[config.mk]
export PLATFORM = sky130hd
export DESIGN_NAME = pwm_shadow_regbank_flat
export DESIGN_NICKNAME = d
export VERILOG_FILES = /design/src/rtl/pwm_shadow_regbank_pkg.sv /design/src/rtl/pwm_shadow_regbank_if.sv /design/src/rtl/pwm_shadow_regbank_channel.sv /design/src/rtl/pwm_shadow_regbank.sv /design/src/flat_wrapper.sv
export SDC_FILE = /design/constraint.sdc
export NUM_CORES = 1
export LEC_CHECK = 0
export CAP_MARGIN = 10
export CELL_PAD_IN_SITES_DETAIL_PLACEMENT = 0
export CELL_PAD_IN_SITES_GLOBAL_PLACEMENT = 1
export CORE_MARGIN = 2
export CORE_UTILIZATION = 36
export DETAILED_ROUTE_END_ITERATION = 10
export PLACE_DENSITY = 0.8
export SLEW_MARGIN = 20
export SYNTH_ARGS = -nofsm -noshare
export SYNTH_HDL_FRONTEND = slang
export SYNTH_HIERARCHICAL = 1
export SYNTH_SLANG_ARGS = --single-unit
[constraint.sdc]
create_clock -name clk -period 2.86 [get_ports clk]
set_input_delay 0.572 -clock clk [delete_from_list [all_inputs] [get_ports clk]]
set_output_delay 0.572 -clock clk [all_outputs]
set_load 0.01 [all_outputs]
[src/rtl/pwm_shadow_regbank_pkg.sv]
// Shared types and widths for the PWM shadow/active register bank.
// Optional build macro: PWM_SHADOW_LOCK_EN (adds a load-inhibit lock input).
`ifndef PWMCOUNT_WIDTH
`define PWMCOUNT_WIDTH 16
`endif

package pwm_shadow_regbank_pkg;

    typedef enum logic {
        PWM_OFF = 1'b0,
        PWM_ON  = 1'b1
    } _pwm_onoff;

    typedef enum logic [1:0] {
        LOAD_ZERO      = 2'd0,
        LOAD_TOP       = 2'd1,
        LOAD_BOTH      = 2'd2,
        LOAD_IMMEDIATE = 2'd3
    } _load_mode;

    localparam int unsigned PWM_WIDTH = `PWMCOUNT_WIDTH;
    localparam int unsigned NCH_DEF   = 8;
    localparam int unsigned DIVW_DEF  = 4;

    // Channel-index width; a single-channel bank still gets a 1-bit index.
    function automatic int unsigned ch_width(input int unsigned n);
        return (n > 1) ? $clog2(n) : 1;
    endfunction

endpackage

[src/rtl/pwm_shadow_regbank_if.sv]
// Register-file write bus into the shadow bank.
interface pwm_shadow_regbank_if
    import pwm_shadow_regbank_pkg::*;
#(
    parameter int unsigned NCH   = NCH_DEF,
    parameter int unsigned WIDTH = PWM_WIDTH
);
    localparam int unsigned CHW = ch_width(NCH);

    logic             wr_en;
    logic [CHW-1:0]   wr_ch;
    logic [WIDTH-1:0] wr_data;

    modport master (output wr_en, output wr_ch, output wr_data);
    modport slave  (input  wr_en, input  wr_ch, input  wr_data);
endinterface

[src/rtl/pwm_shadow_regbank_channel.sv]
// One channel: shadow register, active register and pending flag.
module pwm_shadow_channel #(
    parameter int unsigned WIDTH = 16
) (
    input  logic             clk,
    input  logic             reset,
    input  logic             pwm_on,
    input  logic             wr_hit,
    input  logic [WIDTH-1:0] wr_data,
    input  logic             load,
    output logic [WIDTH-1:0] shadow,
    output logic [WIDTH-1:0] active,
    output logic             pending
);

    // Shadow capture, active transfer and pending tracking.
    always_ff @(posedge clk or posedge reset) begin
        if (reset) begin
            shadow  <= '0;
            active  <= '0;
            pending <= 1'b0;
        end else begin
            if (wr_hit) begin
                shadow <= wr_data;
            end
            if (!pwm_on) begin
                // PWM stopped: comparators follow the shadow directly.
                active  <= shadow;
                pending <= 1'b0;
            end else begin
                if (load && pending) begin
                    active <= shadow;
                end
                // A write landing with a load keeps the channel pending.
                if (wr_hit) begin
                    pending <= 1'b1;
                end else if (load) begin
                    pending <= 1'b0;
                end
            end
        end
    end

endmodule

[src/rtl/pwm_shadow_regbank.sv]
// Multi-channel double-buffered PWM compare/period bank with event-aligned loads.
// Optional build macro: PWM_SHADOW_LOCK_EN adds input 'lock' that inhibits
// event/immediate loads and freezes the divider while high.
module pwm_shadow_regbank
    import pwm_shadow_regbank_pkg::*;
#(
    parameter int unsigned NCH   = NCH_DEF,
    parameter int unsigned WIDTH = PWM_WIDTH,
    parameter int unsigned DIVW  = DIVW_DEF
) (
    input  logic                 clk,
    input  logic                 reset,
    input  _pwm_onoff            pwm_onoff,
    input  logic                 evt_zero,
    input  logic                 evt_top,
    input  _load_mode            load_mode,
    input  logic [DIVW-1:0]      evt_div,
`ifdef PWM_SHADOW_LOCK_EN
    input  logic                 lock,
`endif
    pwm_shadow_regbank_if.slave  wr,
    input  logic                 force_load,
    output logic [NCH*WIDTH-1:0] shadow_out,
    output logic [NCH*WIDTH-1:0] active_out,
    output logic [NCH-1:0]       pending,
    output logic                 load_pulse
);

    localparam int unsigned CHW = ch_width(NCH);

    logic            pwm_on;
    logic            qev;
    logic            any_pend;
    logic            lock_c;
    logic            load_now;
    logic [DIVW-1:0] div_cnt;
    logic [DIVW-1:0] div_next;

    assign pwm_on   = (pwm_onoff == PWM_ON);
    assign any_pend = |pending;

`ifdef PWM_SHADOW_LOCK_EN
    assign lock_c = lock;
`else
    assign lock_c = 1'b0;
`endif

    // Qualifying event for the selected load mode; coincident strobes count once.
    always_comb begin
        qev = 1'b0;
        unique case (load_mode)
            LOAD_ZERO:      qev = evt_zero;
            LOAD_TOP:       qev = evt_top;
            LOAD_BOTH:      qev = evt_zero | evt_top;
            LOAD_IMMEDIATE: qev = 1'b0;
            default:        qev = 1'b0;
        endcase
    end

    // Load decision and divider next value.
    always_comb begin
        load_now = 1'b0;
        div_next = div_cnt;
        if (!pwm_on) begin
            div_next = '0;
        end else if (force_load) begin
            load_now = 1'b1;
            div_next = '0;
        end else if (lock_c) begin
            div_next = div_cnt;
        end else if (load_mode == LOAD_IMMEDIATE) begin
            load_now = any_pend;
            div_next = '0;
        end else if (qev) begin
            // >= also covers evt_div lowered beneath the running count.
            if (div_cnt >= evt_div) begin
                load_now = 1'b1;
                div_next = '0;
            end else begin
                div_next = div_cnt + DIVW'(1);
            end
        end
    end

    // Divider state and load strobe.
    always_ff @(posedge clk or posedge reset) begin
        if (reset) begin
            div_cnt    <= '0;
            load_pulse <= 1'b0;
        end else begin
            div_cnt    <= div_next;
            load_pulse <= pwm_on && load_now && any_pend;
        end
    end

    for (genvar i = 0; i < NCH; i++) begin : g_ch
        pwm_shadow_channel #(
            .WIDTH (WIDTH)
        ) u_ch (
            .clk     (clk),
            .reset   (reset),
            .pwm_on  (pwm_on),
            .wr_hit  (wr.wr_en && (wr.wr_ch == CHW'(i))),
            .wr_data (wr.wr_data),
            .load    (load_now),
            .shadow  (shadow_out[i*WIDTH +: WIDTH]),
            .active  (active_out[i*WIDTH +: WIDTH]),
            .pending (pending[i])
        );
    end

endmodule

[src/flat_wrapper.sv]
// flat-port wrapper written by rule: the top's interface ports become plain ports
module pwm_shadow_regbank_flat import pwm_shadow_regbank_pkg::*;
#(
    parameter int unsigned NCH   = NCH_DEF,
    parameter int unsigned WIDTH = PWM_WIDTH,
    parameter int unsigned DIVW  = DIVW_DEF
)
  (clk, reset, pwm_onoff, evt_zero, evt_top, load_mode, evt_div, force_load, shadow_out, active_out, pending, load_pulse, wr_wr_en, wr_wr_ch, wr_wr_data);
  pwm_shadow_regbank_if #(.NCH(NCH), .WIDTH(WIDTH)) wr_i ();
  input  logic clk;
  input  logic reset;
  input  _pwm_onoff pwm_onoff;
  input  logic evt_zero;
  input  logic evt_top;
  input  _load_mode load_mode;
  input  logic [DIVW-1:0] evt_div;
  input  logic force_load;
  output logic [NCH*WIDTH-1:0] shadow_out;
  output logic [NCH*WIDTH-1:0] active_out;
  output logic [NCH-1:0] pending;
  output logic load_pulse;
  input wire logic [$bits(wr_i.wr_en)-1:0] wr_wr_en;
  input wire logic [$bits(wr_i.wr_ch)-1:0] wr_wr_ch;
  input wire logic [$bits(wr_i.wr_data)-1:0] wr_wr_data;
  assign wr_i.wr_en = wr_wr_en;
  assign wr_i.wr_ch = wr_wr_ch;
  assign wr_i.wr_data = wr_wr_data;
  pwm_shadow_regbank #(.NCH(NCH), .WIDTH(WIDTH), .DIVW(DIVW)) u_core (.clk(clk), .reset(reset), .pwm_onoff(pwm_onoff), .evt_zero(evt_zero), .evt_top(evt_top), .load_mode(load_mode), .evt_div(evt_div), .wr(wr_i), .force_load(force_load), .shadow_out(shadow_out), .active_out(active_out), .pending(pending), .load_pulse(load_pulse));
endmodule
==> metrics.txt <==
DP Area=14,400 um2; Highest Clock Rate=384 MHz; Fillers=2,537; Worst R2R End=u_core/g_ch[0].u_ch/active[0]; ys flop type=dfrtp_1; hpwl dp=20.8 mm; Antenna Nets Post-Route=0; syn nets=678; clk slew on worst S/H paths=0.06 ns; first-pass GRT wire length=45.2 mm; hold buffers post-CTS=0; DRC viols=0; worst rel slew slack=46.9%; worst min-delay path startpoint=u_core/g_ch[7].u_ch/active[2]; max-slew violations=0; yosys warns=6; WL/cell=22.1 um; critical path arrival=3.03 ns; Yosys reg bits=269; final hold vios=0; number of enable flip-flop cells after synthesis=0; Mapped Cells=641; H-tree Lvls=1; postcts setup bufs=0; drt via density=4.81; Critical-path top delay cell=clkdlybuf4s50_1; clk_skew=0.0152 ns; cell taking the most area after synthesis=dfrtp_1; # nets final=1,011; via count=6,670; antenna violations before repair=3; Overflow after GRT=0; RSZ-0062 raised after global routing=false; CP Data Required Time=3.28 ns; row count=63; endpoints failing setup=0; Synth-to-Final Area Change=41.8%; Seq/Total Area, Yosys=62.0%; IO Count=297; worst skew pair latency=0.54 ns; number of diodes=0; Hold Path Sink=u_core/g_ch[7].u_ch/active[2]; Worst-Margin Slew=0.795 ns; port bufs=296; leakage power=6.75 nW; Final TNS setup=0 ns; max incr delay on CP=0.46 ns; R2R cell count=8; worst reg-to-reg setup slack=0.36 ns; worst hold slack=0.505 ns; ranking of synthesized cells by area=dfrtp_1, mux2_2, mux2_4; Avg Inst Size Synth=16.9 um2; largest net degree at the start of global routing=34; Worst Setup End Kind=flip-flop; worst vdd ir=0.000411 V; crit-path max FO=16; GP Congestion=0.761; Async S/R FF share, synth=100%; Final Cycle Share=91.0%; Core Area=29,600 um2; share of layout cells above drive strength 1=35.4%; CTS max path bufs=3; CTS tree=yes; FF-to-FF Start=u_core/g_ch[0].u_ch/pending; status=finished, final reports clean; area of the die=31,600 um2; kind of critical path=input port to flip-flop; top-count cell post-synth=dfrtp_1; vias in the first global route=7,004; Power Density=843 nW/um2; CTS resizes=0; final WL=30.6 mm; Tmin final=2.60 ns; hold path depth=1; CP Launch Type=input port; cell breakdown of the critical path=clkdlybuf4s50_1 > inv_1 > ha_1 > o211ai_1 > o21a_4 > nor2_2 > o31a_2 > buf_12 > a21boi_4 > buf_12 > mux2_2; Synth top area share=62.0%; Max Cap Violations=0; synthesized area=10,900 um2; die span in x=178 um; synth unique cells=33; Commonest cells post-synth=dfrtp_1, mux2_2, mux2_4; TritonCTS Buffers=29; die height=178 um; Clock Sinks=269; Root Buffer=clkbuf_16; Hold WC Path Type=flip-flop to flip-flop; CP dominant cell by count=buf_12; initial DRC count=291; fin area=15,400 um2; Initial Util=36.7%; 1st-pass router iterations=4; total track usage=19.2%
-- logic make-up after synthesis --
logic type / after synthesis / share of synthesized area [%]
muxes: 256 / 29.3
AOI/OAI and AO/OA: 26 / 2.66
and+or+nand+nor: 48 / 2.65
adders and majority gates: 5 / 0.576
buffers and inverters: 37 / 2.84
DFF: 269 / 62.0
-- worst max path at each step --
stage | from | to | slack (ns)
floorplan | evt_div[1] | u_core/g_ch[0].u_ch/active[10] | 0.17
global placement | evt_div[3] | u_core/g_ch[3].u_ch/active[0] | -0.23
detailed placement | evt_div[3] | u_core/g_ch[0].u_ch/active[0] | -0.28
CTS | evt_div[3] | u_core/g_ch[5].u_ch/active[0] | 0.29
global route | evt_div[1] | u_core/g_ch[2].u_ch/active[15] | 0.20
finish | evt_div[1] | u_core/g_ch[0].u_ch/active[0] | 0.26
-- layout by cell type, fill, tap and decap left out, drive strengths merged, types with 3 or more instances in the layout --
| master | count |
|---|---|
| nand2b | 4 |
| inv | 14 |
| a21boi | 10 |
| bufinv | 4 |
| mux2 | 256 |
| buf | 30 |
| clkdlybuf4s50 | 296 |
| clkbuf | 40 |
| nor2 | 8 |
| nand2 | 6 |
| nand4 | 3 |
| clkinv | 7 |
| and2 | 3 |
| o21a | 10 |
| ha | 5 |
| dfrtp | 269 |
| nor2b | 9 |
| nand3 | 7 |
-- sequential cells by signal (all words and copies together), names as in the netlist --
signal and cells:
u_core/div_cnt 4, u_core/g_ch.u_ch/active 128, u_core/g_ch.u_ch/pending 8, u_core/g_ch.u_ch/shadow 128, u_core/load_pulse 1
-- worst max-delay path, delay by kind of cell --
family	cells	cell delay (ns)
buffers and inverters	4	0.86
AOI/OAI and AO/OA	4	0.89
adders and majority gates	1	0.28
and+or+nand+nor	1	0.04
muxes	1	0.35
-- report_power, final --
group | switching [W] | internal [W] | total (W)
sequential | 0.000678 | 0.00471 | 0.00539
clock | 0.00150 | 0.00233 | 0.00382
combinational | 0.00133 | 0.00244 | 0.00377
-- layout make-up --
class / count / area [um2] / area share [%]
clock buffer: 40 / 807 / 5.24
clock inverter: 13 / 171 / 1.11
inverter: 13 / 48.8 / 0.317
multi-input combinational: 335 / 3840 / 25.0
tap: 390 / 488 / 3.17
timing repair buffer: 326 / 3310 / 21.5
sequential: 269 / 6730 / 43.7
-- metal layers --
metal / global-route usage [%] / share of wire [%]
met5: 0 / 0.043
met4: 3.18 / 1.4
met3: 5.33 / 7.6
met2: 31.4 / 48
met1: 26.0 / 43
-- per-stage QoR --
| step | total power, W | worst slack, ns | std cells | util, % |
|---|---|---|---|---|
| floorplan | 0.00688 | 0.170 | 641 | - |
| global placement | 0.00920 | -0.227 | 1333 | 48.7 |
| detailed placement | 0.00926 | -0.282 | 1333 | 48.7 |
| CTS | 0.0132 | 0.288 | 1386 | 52.0 |
| global route | 0.0136 | 0.205 | 1386 | 52.0 |
| finish | 0.0130 | 0.256 | 1386 | 52.0 |
(Power assumes the default switching activity.)
